==> src/rtl/mips32_prog_loader_pkg.sv <==
// mips32_prog_loader_pkg
//   Shared definitions for the MIPS32 program loader.
//   - state_t : loader FSM state encoding
//   - HDR_*   : bit positions of the header word fields
//               [31:16] base word address, [15] go, [14:0] payload word count
package mips32_prog_loader_pkg;

   typedef enum logic [2:0] {
      ST_IDLE  = 3'd0,
      ST_LOAD  = 3'd1,
      ST_START = 3'd2,
      ST_RUN   = 3'd3,
      ST_DONE  = 3'd4
   } state_t;

   localparam int HDR_BASE_MSB = 31;
   localparam int HDR_BASE_LSB = 16;
   localparam int HDR_GO_BIT   = 15;
   localparam int HDR_CNT_MSB  = 14;
   localparam int HDR_CNT_LSB  = 0;
   localparam int HDR_CNT_W    = HDR_CNT_MSB - HDR_CNT_LSB + 1;

endpackage

==> src/rtl/mips32_prog_loader_if.sv <==
// mips32_prog_loader_if
//   Bundles the loader's word-stream input and its memory write port.
//   Signals:
//     in_valid / in_ready / in_data   word stream (accept = in_valid & in_ready)
//     mem_we / mem_addr / mem_wdata   write port into the CPU's unified memory
//   Modports:
//     master : stream source / memory side
//     slave  : the loader itself
interface mips32_prog_loader_if #(
   parameter int AW = 10
);
   logic          in_valid;
   logic          in_ready;
   logic [31:0]   in_data;
   logic          mem_we;
   logic [AW-1:0] mem_addr;
   logic [31:0]   mem_wdata;

   modport master (
      output in_valid, in_data,
      input  in_ready, mem_we, mem_addr, mem_wdata
   );

   modport slave (
      input  in_valid, in_data,
      output in_ready, mem_we, mem_addr, mem_wdata
   );
endinterface

==> src/rtl/mips32_prog_loader_run_counter.sv <==
// mips32_prog_loader_run_counter
//   Run-cycle counter that saturates at MAX_CYCLES.
//   Ports:
//     clk1        clock (rising edge)
//     rst         synchronous active-high reset, clears the count
//     clear_i     synchronous clear (priority over enable)
//     enable_i    count one cycle
//     count_o     current count
//     limit_hit_o this enabled cycle brings the count to MAX_CYCLES
module mips32_prog_loader_run_counter #(
   parameter int CW         = 32,
   parameter int MAX_CYCLES = 4096
) (
   input  logic          clk1,
   input  logic          rst,
   input  logic          clear_i,
   input  logic          enable_i,
   output logic [CW-1:0] count_o,
   output logic          limit_hit_o
);

   localparam logic [CW-1:0] LIMIT = CW'(MAX_CYCLES);
   localparam logic [CW-1:0] LAST  = CW'(MAX_CYCLES - 1);

   logic [CW-1:0] count_q;
   logic [CW-1:0] count_d;

   always_comb begin
      count_d = count_q;
      if (clear_i) begin
         count_d = '0;
      end else if (enable_i && (count_q != LIMIT)) begin
         count_d = count_q + 1'b1;
      end
   end

   always_ff @(posedge clk1) begin
      if (rst) begin
         count_q <= '0;
      end else begin
         count_q <= count_d;
      end
   end

   // Flags the cycle whose increment lands exactly on the limit.
   assign limit_hit_o = enable_i && !clear_i && (count_q == LAST);
   assign count_o     = count_q;

endmodule

==> src/rtl/mips32_prog_loader.sv <==
// mips32_prog_loader
//   Boot stage for pipe_MIPS32: takes header/payload word frames, writes the
//   payload into the CPU's unified memory, then releases and starts the CPU and
//   times its run until it halts or hits MAX_CYCLES.
//   Ports:
//     clk1         clock (rising edge)
//     rst          synchronous active-high reset (aborts any frame / run)
//     bus          word stream in + memory write port (slave modport)
//     cpu_hold     CPU held while idle/loading
//     cpu_start    one-cycle start pulse
//     cpu_pc_init  start PC presented with cpu_start
//     cpu_halted   CPU executed HLT (only looked at while running)
//     done         run finished; held until the next header
//     timeout      run ended on the cycle limit
//     cycle_count  cycles from cpu_start to halt/timeout
module mips32_prog_loader
   import mips32_prog_loader_pkg::*;
#(
   parameter int AW         = 10,
   parameter int CW         = 32,
   parameter int MAX_CYCLES = 4096
) (
   input  logic                 clk1,
   input  logic                 rst,
   mips32_prog_loader_if.slave  bus,
   output logic                 cpu_hold,
   output logic                 cpu_start,
   output logic [AW-1:0]        cpu_pc_init,
   input  logic                 cpu_halted,
   output logic                 done,
   output logic                 timeout,
   output logic [CW-1:0]        cycle_count
);

   state_t                 state_q,     state_d;
   logic [AW-1:0]          addr_q,      addr_d;
   logic [HDR_CNT_W-1:0]   rem_q,       rem_d;
   logic                   go_q,        go_d;
   logic [AW-1:0]          pc_q,        pc_d;
   logic                   first_q,     first_d;
   logic                   timeout_q,   timeout_d;
   logic                   mem_we_q,    mem_we_d;
   logic [AW-1:0]          mem_addr_q,  mem_addr_d;
   logic [31:0]            mem_wdata_q, mem_wdata_d;

   logic                   in_ready;
   logic                   accept;
   logic [AW-1:0]          hdr_base;
   logic                   hdr_go;
   logic [HDR_CNT_W-1:0]   hdr_cnt;
   logic                   cnt_clear;
   logic                   cnt_en;
   logic                   limit_hit;

   assign in_ready = (state_q == ST_IDLE) || (state_q == ST_LOAD) || (state_q == ST_DONE);
   assign accept   = bus.in_valid && in_ready;

   // Only the low AW bits of the base field address the memory.
   assign hdr_base = bus.in_data[HDR_BASE_LSB +: AW];
   assign hdr_go   = bus.in_data[HDR_GO_BIT];
   assign hdr_cnt  = bus.in_data[HDR_CNT_MSB:HDR_CNT_LSB];

   mips32_prog_loader_run_counter #(
      .CW         (CW),
      .MAX_CYCLES (MAX_CYCLES)
   ) u_run_counter (
      .clk1        (clk1),
      .rst         (rst),
      .clear_i     (cnt_clear),
      .enable_i    (cnt_en),
      .count_o     (cycle_count),
      .limit_hit_o (limit_hit)
   );

   always_comb begin
      state_d     = state_q;
      addr_d      = addr_q;
      rem_d       = rem_q;
      go_d        = go_q;
      pc_d        = pc_q;
      first_d     = first_q;
      timeout_d   = timeout_q;
      mem_we_d    = 1'b0;
      mem_addr_d  = mem_addr_q;
      mem_wdata_d = mem_wdata_q;
      cnt_clear   = 1'b0;
      cnt_en      = 1'b0;

      unique case (state_q)
         ST_IDLE, ST_DONE: begin
            if (accept) begin
               addr_d    = hdr_base;
               rem_d     = hdr_cnt;
               go_d      = hdr_go;
               timeout_d = 1'b0;
               cnt_clear = 1'b1;
               // The start PC comes from the first frame of each program.
               if (first_q) begin
                  pc_d    = hdr_base;
                  first_d = 1'b0;
               end
               if (hdr_cnt != '0) begin
                  state_d = ST_LOAD;
               end else if (hdr_go) begin
                  state_d = ST_START;
               end else begin
                  state_d = ST_IDLE;
               end
            end
         end

         ST_LOAD: begin
            if (accept) begin
               mem_we_d    = 1'b1;
               mem_addr_d  = addr_q;
               mem_wdata_d = bus.in_data;
               addr_d      = addr_q + 1'b1;
               rem_d       = rem_q - 1'b1;
               if (rem_q == HDR_CNT_W'(1)) begin
                  state_d = go_q ? ST_START : ST_IDLE;
               end
            end
         end

         ST_START: begin
            cnt_clear = 1'b1;
            state_d   = ST_RUN;
         end

         ST_RUN: begin
            cnt_en = 1'b1;
            // Halt is checked first so it wins when it coincides with the limit.
            if (cpu_halted) begin
               state_d = ST_DONE;
               first_d = 1'b1;
            end else if (limit_hit) begin
               state_d   = ST_DONE;
               timeout_d = 1'b1;
               first_d   = 1'b1;
            end
         end

         default: begin
            state_d = ST_IDLE;
         end
      endcase
   end

   always_ff @(posedge clk1) begin
      if (rst) begin
         state_q     <= ST_IDLE;
         addr_q      <= '0;
         rem_q       <= '0;
         go_q        <= 1'b0;
         pc_q        <= '0;
         first_q     <= 1'b1;
         timeout_q   <= 1'b0;
         mem_we_q    <= 1'b0;
         mem_addr_q  <= '0;
         mem_wdata_q <= '0;
      end else begin
         state_q     <= state_d;
         addr_q      <= addr_d;
         rem_q       <= rem_d;
         go_q        <= go_d;
         pc_q        <= pc_d;
         first_q     <= first_d;
         timeout_q   <= timeout_d;
         mem_we_q    <= mem_we_d;
         mem_addr_q  <= mem_addr_d;
         mem_wdata_q <= mem_wdata_d;
      end
   end

   assign bus.in_ready  = in_ready;
   assign bus.mem_we    = mem_we_q;
   assign bus.mem_addr  = mem_addr_q;
   assign bus.mem_wdata = mem_wdata_q;

   assign cpu_hold    = (state_q == ST_IDLE) || (state_q == ST_LOAD);
   assign cpu_start   = (state_q == ST_START);
   assign cpu_pc_init = pc_q;
   assign done        = (state_q == ST_DONE);
   assign timeout     = timeout_q;

endmodule
==> src/flat_wrapper.sv <==
// flat-port wrapper written by rule: the top's interface ports become plain ports
module mips32_prog_loader_flat import mips32_prog_loader_pkg::*;
#(
   parameter int AW         = 10,
   parameter int CW         = 32,
   parameter int MAX_CYCLES = 4096
)
  (clk1, rst, cpu_hold, cpu_start, cpu_pc_init, cpu_halted, done, timeout, cycle_count, bus_in_valid, bus_in_data, bus_in_ready, bus_mem_we, bus_mem_addr, bus_mem_wdata);
  mips32_prog_loader_if #(.AW(AW)) bus_i ();
  input  logic clk1;
  input  logic rst;
  output logic cpu_hold;
  output logic cpu_start;
  output logic [AW-1:0] cpu_pc_init;
  input  logic cpu_halted;
  output logic done;
  output logic timeout;
  output logic [CW-1:0] cycle_count;
  input wire logic [$bits(bus_i.in_valid)-1:0] bus_in_valid;
  input wire logic [$bits(bus_i.in_data)-1:0] bus_in_data;
  output wire logic [$bits(bus_i.in_ready)-1:0] bus_in_ready;
  output wire logic [$bits(bus_i.mem_we)-1:0] bus_mem_we;
  output wire logic [$bits(bus_i.mem_addr)-1:0] bus_mem_addr;
  output wire logic [$bits(bus_i.mem_wdata)-1:0] bus_mem_wdata;
  assign bus_i.in_valid = bus_in_valid;
  assign bus_i.in_data = bus_in_data;
  assign bus_in_ready = bus_i.in_ready;
  assign bus_mem_we = bus_i.mem_we;
  assign bus_mem_addr = bus_i.mem_addr;
  assign bus_mem_wdata = bus_i.mem_wdata;
  mips32_prog_loader #(.AW(AW), .CW(CW), .MAX_CYCLES(MAX_CYCLES)) u_core (.clk1(clk1), .rst(rst), .bus(bus_i), .cpu_hold(cpu_hold), .cpu_start(cpu_start), .cpu_pc_init(cpu_pc_init), .cpu_halted(cpu_halted), .done(done), .timeout(timeout), .cycle_count(cycle_count));
endmodule
==> config.mk <==
export PLATFORM = sky130hd
export DESIGN_NAME = mips32_prog_loader_flat
export DESIGN_NICKNAME = d
export VERILOG_FILES = /design/src/rtl/mips32_prog_loader_pkg.sv /design/src/rtl/mips32_prog_loader_if.sv /design/src/rtl/mips32_prog_loader_run_counter.sv /design/src/rtl/mips32_prog_loader.sv /design/src/flat_wrapper.sv
export SDC_FILE = /design/constraint.sdc
export NUM_CORES = 1
export LEC_CHECK = 0
export CAP_MARGIN = 15
export CORE_ASPECT_RATIO = 0.7
export CORE_MARGIN = 2
export CORE_UTILIZATION = 45
export CTS_CLUSTER_DIAMETER = 30
export DETAILED_ROUTE_END_ITERATION = 8
export DONT_BUFFER_PORTS = 1
export GPL_ROUTABILITY_DRIVEN = 0
export SLEW_MARGIN = 20
export SYNTH_ARGS = -nofsm -noshare
export SYNTH_HDL_FRONTEND = slang
export SYNTH_SLANG_ARGS = --single-unit
==> constraint.sdc <==
create_clock -name clk1 -period 2.7 [get_ports clk1]
set_input_delay 0.81 -clock clk1 [delete_from_list [all_inputs] [get_ports clk1]]
set_output_delay 0.81 -clock clk1 [all_outputs]
set_load 0.1 [all_outputs]
==> results.py <==
metrics = {
    "run_status": {
        "outcome": "completed",
    },
    "sta": {
        "setup_violations": 0,
        "fmax_ghz": 0.4077,
        "worstMarginPinSlew_ns": 0.7818,
        "fin_ws_ns": 0.2471,
        "fin_crit_sh_pct": 90.85,
        "finalCriticalPeriod_ns": 2.453,
        "skew_ns": 0.005392,
        "rsz0062_at_grt": "no",
        "hold_viol": 0,
        "fin_setup_tns_ns": 0,
        "slew_violations": 0,
        "relSlewSlack_pct": 47.88,
    },
    "finish": {
        "nets": 799,
        "syn2layout_area_growth_pct": 26.42,
        "antenna_cells": 0,
        "fillers": 1077,
        "regArea_sq_um": 2322,
        "stdcell_count": 925,
        "multi_input_area_sq_um": 2759,
        "design_area_sq_um": 6669,
        "layout-drive-gt1-share_pct": 18.88,
    },
    "die": {
        "die_x_um": 133.4,
        "core_area_sq_um": 11560,
        "rows": 33,
        "die_area_sq_um": 12620,
        "die_h_um": 94.59,
        "initial_core_util_pct": 45.63,
        "ios": 126,
    },
    "cts": {
        "root_buffer": "clkbuf_16",
        "postCtsSetupBuffers": 0,
        "cts-hold-fix-buffers": 0,
        "ctsResizeCount": 0,
        "htree_levels": 4,
        "cts_tree": "built",
        "clk_pin_slew_ns": 0.05,
        "clockBufferDepth": 2,
        "cts_sinks": 116,
        "clk_latency_ns": 0.41,
        "cts_buffers": 17,
    },
    "detailed_routing": {
        "routed_wl_mm": 15.33,
        "viasPerCell": 5.680,
        "drc": 0,
        "num_vias": 5254,
        "ant_nets": 0,
        "drtIter0Drc": 499,
        "drt-wirelength-per-cell_um": 16.57,
        "dr.pass1.iters": 5,
    },
    "place": {
        "io_buffers": 0,
        "numPlacedInstances": 896,
        "dp_hpwl_mm": 10.72,
        "placement.cell_area_sq_um": 6102,
        "pre_cts_slack_ns": 0.4523,
    },
    "synthesis": {
        "syn_area_sq_um": 5275,
        "syn_nets": 718,
        "yosys_warnings": 0,
        "yosysSeqAreaShare_pct": 44.02,
        "ys_types": 57,
        "syn-mean-instance-area_sq_um": 7.792,
        "synthCells": 677,
        "ys_ff_latch": 116,
    },
    "critical_path": {
        "crit_arrival_ns": 1.64,
        "cp_max_fo": 13,
        "cp-startpoint": "u_core.state_q[0]$_SDFFE_PP0P_",
        "r2r_cells": 6,
        "r2r-start": "u_core.state_q[1]$_SDFFE_PP0P_",
        "r2r_setup_slack_ns": 0.38,
        "rr_endpoint": "u_core.u_run_counter.count_o[31]$_SDFFE_PP0P_",
        "startpoint_type": "flop",
        "end_kind": "primary output",
        "required_ns": 1.89,
        "crit_type": "reg2out",
    },
    "power_and_ir_drop": {
        "power_frac_clock_pct": 46.0,
        "power_density_nw_per_um2": 714.5,
        "power_frac_seq_pct": 38.7,
        "p_comb_share_pct": 15.3,
        "power_w": 0.004765,
        "p_sw_w": 0.001349,
        "p_leak_nw": 2.557,
        "intPower_w": 0.003416,
        "ir_drop_uv": 460.0,
        "swShare_pct": 28.31,
    },
    "grt": {
        "grt_pass1_vias": 4870,
        "grt_pass1_wl_mm": 24.25,
        "grt_remaining_overflow": 0,
        "track_usage_pct": 24.42,
        "grt_max_degree": 87,
        "antenna_found_initial": 0,
    },
    "hold_path": {
        "hold_path_depth": 2,
        "hold_path.class": "reg2reg",
        "whs_endpoint": "u_core.bus.mem_wdata[5]$_SDFFE_PP0P_",
        "worstHoldStart": "u_core.bus.mem_wdata[5]$_SDFFE_PP0P_",
    },
    "run": {
        "cap_violations": 0,
    },
}
[power groups by stage]
stage          clock network, W  logic, W  registers, W
2_1_floorplan                 0  0.000339       0.00212
3_3_place_gp                  0  0.000711       0.00188
3_5_place_dp                  0  0.000725       0.00188
4_1_cts                 0.00221  0.000729       0.00184
5_1_grt                 0.00228  0.000783       0.00185
6_report                0.00219  0.000730       0.00185
[stage by stage]
stage	hold slack, ns	utilization (%)
2_1_floorplan	0.4364	-
3_3_place_gp	0.4385	52.78
3_5_place_dp	0.4453	52.78
4_1_cts	0.4537	57.68
5_1_grt	0.4618	57.68
6_report	0.4532	57.68
[layout by cell type (no fill, tap or decap), types with 12 or more instances in the layout]
cell type | synthesis | layout
a21oi_1 | 95 | 94
buf_4 | 2 | 101
clkbuf_16 | 0 | 17
dfxtp_1 | 116 | 116
nand2_1 | 144 | 144
nand3_1 | 25 | 25
nand4_1 | 16 | 16
nor2_1 | 50 | 48
nor4_1 | 12 | 12
o21ai_0 | 27 | 27
or3_1 | 16 | 16
xor2_1 | 15 | 15
[worst max path at each step]
stage	to	cells after the start
floorplan	u_core.state_q[2]$_SDFFE_PP0P_	6
global placement	u_core.bus.mem_wdata[19]$_SDFFE_PP0P_	6
detailed placement	u_core.u_run_counter.count_o[31]$_SDFFE_PP0P_	6
CTS	done	4
global route	done	4
finish	done	4
[metal layers]
metal / vias up / global-route usage (%) / part of all wire, % / wire [um]
met5: - / 0 / 0 / 0
met4: 0 / 9.309 / 2.0 / 301
met3: 24 / 8.964 / 9.6 / 1476
met2: 215 / 38.02 / 44 / 6703
met1: 2466 / 31.15 / 45 / 6847
li1: 2549 / - / - / -
[state kept, by name (all words and copies together) (netlist names)]
signal and flops:
u_core.addr_q 10, u_core.bus.mem_wdata 32, u_core.timeout 1, u_core.rem_q 15
u_core.go_q 1, u_core.bus.mem_we 1, u_core.bus.mem_addr 10, u_core.cpu_pc_init 10
u_core.state_q 3, u_core.first_q 1, u_core.u_run_counter.count_o 32
[synthesized netlist by cell type, drive strengths merged]
cell | count | share of area (%)
o211ai | 1 | 0.14
xor2 | 15 | 2.5
and3 | 11 | 1.3
nand4 | 17 | 2.1
and2 | 4 | 0.47
o22ai | 2 | 0.24
o31ai | 5 | 0.81
buf | 15 | 1.6
nor3b | 3 | 0.62
or3 | 16 | 1.9
a2bb2oi | 1 | 0.17
nor4bb | 1 | 0.19
or4 | 5 | 0.78
clkbuf | 26 | 1.9
a22oi | 8 | 1.1
nand3b | 3 | 0.43
ha | 5 | 1.2
or2 | 1 | 0.12
nand2 | 144 | 10
o21ai | 35 | 3.3
nor2b | 2 | 0.24
xnor2 | 2 | 0.33
nor4 | 14 | 2.1
a32o | 1 | 0.19
o41ai | 2 | 0.33
nand2b | 4 | 0.47
and4 | 4 | 0.66
a21o | 1 | 0.14
dfxtp | 116 | 44
a22o | 4 | 0.66
nor2 | 51 | 3.7
a311oi | 3 | 0.50
nor3 | 12 | 1.2
o21a | 3 | 0.43
a211oi | 3 | 0.43
inv | 7 | 0.50
nand4b | 1 | 0.17
a21oi | 95 | 9.0
o2bb2ai | 2 | 0.33
or3b | 1 | 0.17
a2111oi | 1 | 0.28
nand3 | 26 | 2.6
a31oi | 4 | 0.47
[worst max-delay path, cell delays in order, from the launching register on]
cell and delay (ns):
dfxtp_1 0.29, buf_4 0.17, nor2_1 0.30, and2_1 0.18, buf_4 0.29
[cells by family (layout without fill, tap and decap cells)]
family	count (synthesis)	count (layout)	synth area share, %
and+or+nand+nor	320	320	29.44
DFF	116	116	44.02
xor gates and xnor gates	17	17	2.823
AOI/OAI and AO/OA	171	171	18.60
adders and majority gates	5	5	1.186
buffers and inverters	48	139	3.937
[layout make-up]
cell class,instances,area share (%)
Timing Repair Buffer,103,11.97
Sequential cell,116,34.82
Inverter,7,0.3940
Tap cell,157,2.946
Multi-Input combinational cell,513,41.37
Clock buffer,24,7.373
Clock inverter,5,1.126
Note: power is estimated with default switching activity, not from simulation.
